<file path="src/rtl/lcd_bus_receiver.sv">
// Shadow model of a 2x16 character LCD decoding E/RS/RW/DATA write transactions.
// Latency: transaction executes at the edge ending the E-fall cycle; RD_CHAR is 1 cycle after RD_ADDR.
// Backpressure: none; transactions during a clear or with RW=1 are dropped and flagged on ERR.
module lcd_bus_receiver (
  input  logic       CLK,
  input  logic       RESETN,
  input  logic       LCD_E,
  input  logic       LCD_RS,
  input  logic       LCD_RW,
  input  logic [7:0] LCD_DATA,
  input  logic [4:0] RD_ADDR,
  output logic [7:0] RD_CHAR,
  output logic [4:0] AC,
  output logic       DISP_ON,
  output logic       BUSY,
  output logic       WR_STB,
  output logic       ERR
);

  typedef enum logic {
    S_CLEAR = 1'b0,
    S_IDLE  = 1'b1
  } state_t;

  state_t     state, state_nxt;
  logic       e_q, rs_q, rw_q;
  logic [7:0] data_q;
  logic       fall;
  logic [4:0] clr_idx, clr_idx_nxt, ac_nxt;
  logic       inc, inc_nxt, disp_nxt, cg_mode, cg_nxt;
  logic       wr_stb_nxt, err_nxt;
  logic       mem_we;
  logic [4:0] mem_addr;
  logic [7:0] mem_wdat;
  logic [7:0] mem [32];

  // Track E for edge detection and hold the bus fields from the last E-high cycle.
  always_ff @(posedge CLK) begin
    if (RESETN) e_q <= 1'b0;
    else        e_q <= LCD_E;
    if (LCD_E) begin
      rs_q   <= LCD_RS;
      rw_q   <= LCD_RW;
      data_q <= LCD_DATA;
    end
  end

  assign fall = e_q & ~LCD_E;
  assign BUSY = (state == S_CLEAR);

  // Next-state: sweep blanks through memory while clearing, otherwise decode the completed transaction.
  always_comb begin
    state_nxt   = state;
    clr_idx_nxt = clr_idx;
    ac_nxt      = AC;
    inc_nxt     = inc;
    disp_nxt    = DISP_ON;
    cg_nxt      = cg_mode;
    wr_stb_nxt  = 1'b0;
    err_nxt     = 1'b0;
    mem_we      = 1'b0;
    mem_addr    = clr_idx;
    mem_wdat    = 8'h20;
    if (state == S_CLEAR) begin
      mem_we      = 1'b1;
      clr_idx_nxt = clr_idx + 5'd1;
      if (clr_idx == 5'd31) state_nxt = S_IDLE;
      if (fall) err_nxt = 1'b1;
    end else if (fall) begin
      if (rw_q) begin
        err_nxt = 1'b1;
      end else if (rs_q) begin
        // Writes aimed at CGRAM are accepted on the bus but have no shadow storage.
        if (!cg_mode) begin
          mem_we     = 1'b1;
          mem_addr   = AC;
          mem_wdat   = data_q;
          ac_nxt     = inc ? AC + 5'd1 : AC - 5'd1;
          wr_stb_nxt = 1'b1;
        end
      end else begin
        casez (data_q)
          8'b1???_????: begin
            ac_nxt = {data_q[6], data_q[3:0]};
            cg_nxt = 1'b0;
          end
          8'b01??_????: cg_nxt = 1'b1;
          8'b001?_????: ;
          8'b0001_????: begin
            if (!data_q[3]) ac_nxt = data_q[2] ? AC + 5'd1 : AC - 5'd1;
          end
          8'b0000_1???: disp_nxt = data_q[2];
          8'b0000_01??: inc_nxt = data_q[1];
          8'b0000_001?: begin
            ac_nxt = 5'd0;
            cg_nxt = 1'b0;
          end
          8'b0000_0001: begin
            ac_nxt      = 5'd0;
            inc_nxt     = 1'b1;
            cg_nxt      = 1'b0;
            state_nxt   = S_CLEAR;
            clr_idx_nxt = 5'd0;
          end
          default: ;
        endcase
      end
    end
  end

  // State register and control/status registers.
  always_ff @(posedge CLK) begin
    if (RESETN) begin
      state   <= S_CLEAR;
      clr_idx <= 5'd0;
      AC      <= 5'd0;
      inc     <= 1'b1;
      DISP_ON <= 1'b0;
      cg_mode <= 1'b0;
      WR_STB  <= 1'b0;
      ERR     <= 1'b0;
    end else begin
      state   <= state_nxt;
      clr_idx <= clr_idx_nxt;
      AC      <= ac_nxt;
      inc     <= inc_nxt;
      DISP_ON <= disp_nxt;
      cg_mode <= cg_nxt;
      WR_STB  <= wr_stb_nxt;
      ERR     <= err_nxt;
    end
  end

  // Character memory write port; reset restarts the clear so no write is needed during it.
  always_ff @(posedge CLK) begin
    if (mem_we && !RESETN) mem[mem_addr] <= mem_wdat;
  end

  // Registered read port; a same-cycle write to the same cell returns the old value.
  always_ff @(posedge CLK) begin
    if (RESETN) RD_CHAR <= 8'h00;
    else        RD_CHAR <= mem[RD_ADDR];
  end

endmodule

</file>
<file path="config.mk">
export PLATFORM = sky130hd
export DESIGN_NAME = lcd_bus_receiver
export DESIGN_NICKNAME = d
export VERILOG_FILES = /design/src/rtl/lcd_bus_receiver.sv
export SDC_FILE = /design/constraint.sdc
export NUM_CORES = 1
export LEC_CHECK = 0
export CAP_MARGIN = 10
export CELL_PAD_IN_SITES_DETAIL_PLACEMENT = 1
export CELL_PAD_IN_SITES_GLOBAL_PLACEMENT = 2
export CORE_MARGIN = 3
export CORE_UTILIZATION = 30
export DETAILED_ROUTE_END_ITERATION = 8
export HOLD_SLACK_MARGIN = 0.15
export PLACE_DENSITY = 0.66
export SKIP_CTS_REPAIR_TIMING = 1
export SKIP_LAST_GASP = 1
export SLEW_MARGIN = 20
export SYNTH_ARGS = -nofsm -noshare
export SYNTH_HDL_FRONTEND = slang
export SYNTH_SLANG_ARGS = --single-unit
</file>
<file path="constraint.sdc">
create_clock -name CLK -period 2.7 [get_ports CLK]
set_input_delay 0.54 -clock CLK [delete_from_list [all_inputs] [get_ports CLK]]
set_output_delay 0.54 -clock CLK [all_outputs]
set_load 0.01 [all_outputs]
</file>
After elaboration in Yosys (flattened, before gate mapping)
Memory sizes are Yosys's and may differ from the RTL's. A register that Yosys moved wholly into a read port is not among the register bits.
Cells that the tools add are included.

cells by class
  add/subtract/negate cells = 3
  multipliers = 0
  div/mod/pow operators = 0
  order comparisons = 0
  eq/ne operators = 13
  shift-type cells = 0
  multiplexer cells = 40
  bitwise logic cells = 5
  reductions and logical operators = 13

operator list
  cell                 count
  $mux 5               15
  $mux 8               5
  $mux 1               17
  $pmux 5 s3           1
  $reduce_and 5->1     3
  $add 5x1->5 const B  2
  $eq 8x1->1 const B   1
  $eq 7x1->1 const B   1
  $eq 6x1->1 const B   1
  $ne 2x2->1 const B   3
  $reduce_and 6->1     1
  $eq 5x1->1 const B   1
  $eq 5x5->1 const B   1
  $sub 5x1->5 const B  1
  $eq 4x1->1 const B   1
  $ne 2x1->1 const B   2
  $not 1->1            4
  $pmux 1 s2           2
  $reduce_and 4->1     1
  $reduce_bool 2->1    2
  $reduce_bool 4->1    1
  $reduce_or 2->1      2
  $ne 3x3->1 const B   1
  $reduce_or 3->1      1
  4 further kinds      4

word-level totals
  flip-flop bits (word level) = 27
  latch bits = 0
  memory bits (writable) = 256
  memory bits (read-only) = 0
  bits of input ports = 18
  output and inout bits = 17
  logic and storage cells = 87
  memories = 1

memory list
  memory  depth  bits a word  rd ports  clocked after memory_dff  write ports  RTL line  RTL
  mem     32     8            1         1                         1            35        logic [7:0] mem [32];

Longest topological paths before layout
  depth after elaboration = 8
  mapped depth = 8
  gate-level depth less buffers = 7

Worst setup path before layout
No wires, ideal clock.

  path type = input-to-reg
  start = input LCD_E
  end = memory mem[3][0] (enable)
  library setup time = 370 ps
  arrival = 2101 ps
  data required time = 2330 ps
  setup slack = 228 ps
  stages on the path = 6
  buffers on the path = 1
  path through = nand4bb_1 -> clkbuf_1 -> or2_1 -> or4_1 -> a21o_1 -> nor2_1

on the way
  cells in the longest elaborated chain, start to end = 7
  elaborated cells between the ends (all ways) = 9
  those cells by class = mux: 6; bitwise: 2; reduce/logical: 1

ends and longest elaborated chain
  item                          RTL line  RTL
  from (decl)                   7         input logic LCD_E,
  $not 1->1 (*)                 48        assign fall = e_q & ~LCD_E;
  $and 1x1->1 (*)               48
  $mux 1                        -
  $mux 1                        64        if (state == S_CLEAR) begin
  $logic_and 1x1->1             136       if (mem_we && !RESETN) mem[mem_addr] <= mem_wdat;
  $mux 1                        136
  $mux 1 (not written as such)  136
  to (decl)                     35

Mark *: on every way between the ends. The rest lies on a longest branch, timed or not.

Worst setup path after layout
  start = input LCD_E
  end = memory mem[25][0] (enable)

Same word-level chain as after synthesis.

==> impl_metrics.yaml <==
critical_path:
  cp_slowest_cell: "a31oi_1"
  critPathLaunchType: "input port"
  max_stage_delay_ns: 0.83
  crit_chain: "clkdlybuf4s50_1 -> nand4bb_1 -> nor2_1 -> buf_4 -> nor3b_1 -> a31oi_1 -> nor2_1 -> buf_4"
  path_depth: 8
  crit_required_ns: 3.00
  critPathCaptureType: "flop"
  critPathArrivalTime_ns: 2.72
  critPathBufInv: 3
  rr_worst_depth: 7
  path_class: "input port to flop"
  cp_top_family: "compound AO/OA/AOI/OAI gates"
  critPathMaxFanout: 8
power_and_ir_drop:
  power_uw: 9240
  peakVddDrop_mv: 0.465
  p_leak_uw: 0.00524
  power.density_mw_per_mm2: 646
yosys:
  synth.avg_cell_area_um2: 18.0
  yosys-top-cells-count: "edfxtp_1, nor2_1, mux4_2, dfxtp_1, clkbuf_1"
  ys_warn_count: 0
  ys_seq_area_frac: 0.712
  synth.top_cell.area_share: 0.670
  ys_seq_elements: 291
  synth_area_mm2: 0.0119
  yosysTopAreaCell: "edfxtp_1"
  ys_types: 58
  ys.flop_type: "edfxtp_1"
  netlist_instances: 662
  ys_top_cells_by_area: "edfxtp_1, mux4_2, dfxtp_1, mux4_1, nor2_1"
  async_flop_share: 0
  syn_nets: 684
  synth-edff-count: 266
  synth_most_common_cell: "edfxtp_1"
detailed_routing:
  dr.pass1.iters: 5
  drc: 0
  drtIter0Drc: 435
  via_per_inst: 4.91
  wl_um: 29400
  vias: 6437
  antenna_left: 0
  wl_per_cell_um: 22.4
placed_design:
  port_buffers: 34
  place.gp.congestion: 0.771
  place_ws_ns: -0.246
  place_hpwl_um: 20000
grt:
  use_met1: 0.192
  groute.usage.overall: 0.140
  busiest_layer: "met2"
  grt_pass1_vias: 6951
  grt_max_degree: 33
  gr-usage-met3: 0.0172
  met2_usage: 0.236
  grt_first_pass_wirelength_um: 44500
  grt.overflow.total: 0
  antenna_found_initial: 0
job:
  maxCapViolCount: 0
sta:
  max_freq_ghz: 0.413
  hold_viol_final: 0
  fin_ws_ns: 0.280
  tightest_slew_ns: 1.12
  fin_crit_sh: 0.896
  whs_ns: 0.471
  relSlewSlack: 0.247
  min_period_ns: 2.42
  maxSlewViolCount: 0
  skew_ns: 0.0182
  rsz0062_at_grt: "no"
  setup_violations: 0
  fin_tns_setup_ns: 0
clocking:
  htreeDepth: 1
  cts-root-buf: "clkbuf_16"
  clock_path_buffers: 3
  cts-buffers-inserted: 30
  clkLatencyLatePin_ns: 0.56
  clock_sink_count: 291
  clk_pin_slew_ns: 0.06
  tritoncts: "built"
die:
  num_rows: 72
  die_h_um: 205
  ios: 35
  dieArea_mm2: 0.0422
  core_area_mm2: 0.0389
  die_x_um: 205
  start_util: 0.306
layout:
  antenna_cells: 0
  drive_gt1_frac: 0.236
  area_growth_pct: 20.0
  nNetsFinal: 794
outcome:
  outcome: "completed"
min_path:
  hold_class: "flop to flop"
  whs_path_depth: 2
-- layer usage --
layer	share of wire	routed length [um]
met1	0.44	13000
met2	0.49	14500
met3	0.039	1140
met4	0.027	804
met5	0	0
-- area by class of cell --
type,instances,area (um2)
fill,3917,24600
sequential,291,8490
multi-input combinational,317,3150
timing repair buffer,117,1040
clock buffer,36,773
tap,518,648
clock inverter,18,153
inverter,15,56.3
-- state kept, by name, indices dropped and copies added (netlist names), 5 cells and up --
register  flops
mem         256
clr_idx       5
AC            5
data_q        8
RD_CHAR       8
-- cell usage in the layout, fill, tap and decap left out, types with 5 or more instances in the layout --
master           count
nor4_1               6
inv_1               14
a31oi_1              7
nand4_1              5
mux4_1              18
clkbuf_16           30
mux4_2              54
buf_12               7
nor2b_1              7
a21oi_1             21
clkinv_1             6
edfxtp_1           266
clkdlybuf4s50_1     31
dfxtp_1             25
o221ai_1             5
nand2_1             14
nor4b_1              5
clkinv_2             8
o21ai_0             10
nor2_1              60
and3_1               6
buf_4               78
and2_1               6
nor3b_1              5
nor3_1              13
mux2i_1              6
nand2b_1             7
o22ai_1              5
clkbuf_1             6
-- metrics by stage --
| stage | instances | utilization | instance area, um2 |
|---|---|---|---|
| final | 1312 | 0.368 | 14300 |
| after global routing | 1312 | 0.368 | 14300 |
| after CTS | 1312 | 0.368 | 14300 |
| after detailed placement | 1258 | 0.344 | 13400 |
| after global placement | 1258 | 0.344 | 13400 |
| after floorplan | 662 | - | 11900 |
-- worst reg2reg max path, stage by stage, from the launching register on --
cell	delay [ns]
edfxtp_1	0.40
nand4bb_1	0.24
nor2_1	0.12
buf_4	0.15
nor3b_1	0.05
a31oi_1	0.83
nor2_1	0.13
buf_4	0.22
-- where the power goes --
group | internal [uW] | total (uW) | switching, uW
logic | 192 | 412 | 220
clock network | 2230 | 3890 | 1670
registers | 4900 | 4940 | 39.1
-- cell families (layout without fill, tap and decap cells) --
group	Yosys count	in the layout	synth area share
buffers and inverters	54	186	0.0241
adder cells (fa/ha/maj)	4	4	0.00420
AND/OR/NAND/NOR	150	150	0.0646
flip-flops	291	291	0.712
AO/OA/AOI/OAI	82	82	0.0463
multiplexers	78	78	0.147
XOR/XNOR	3	3	0.00220
-- path summary, 6_finish.rpt --
kind	start	endpoint	slack [ns]
hold reg to reg	DISP_ON$_SDFFE_PP0P_	DISP_ON$_SDFFE_PP0P_	0.47
hold / removal	DISP_ON$_SDFFE_PP0P_	DISP_ON$_SDFFE_PP0P_	0.47
setup reg to reg	rw_q$_DFFE_PP_	mem[25][0]$_DFFE_PP_	0.30
setup / recovery	LCD_E	mem[25][0]$_DFFE_PP_	0.28
No activity file was read; power rests on OpenSTA's default activity.
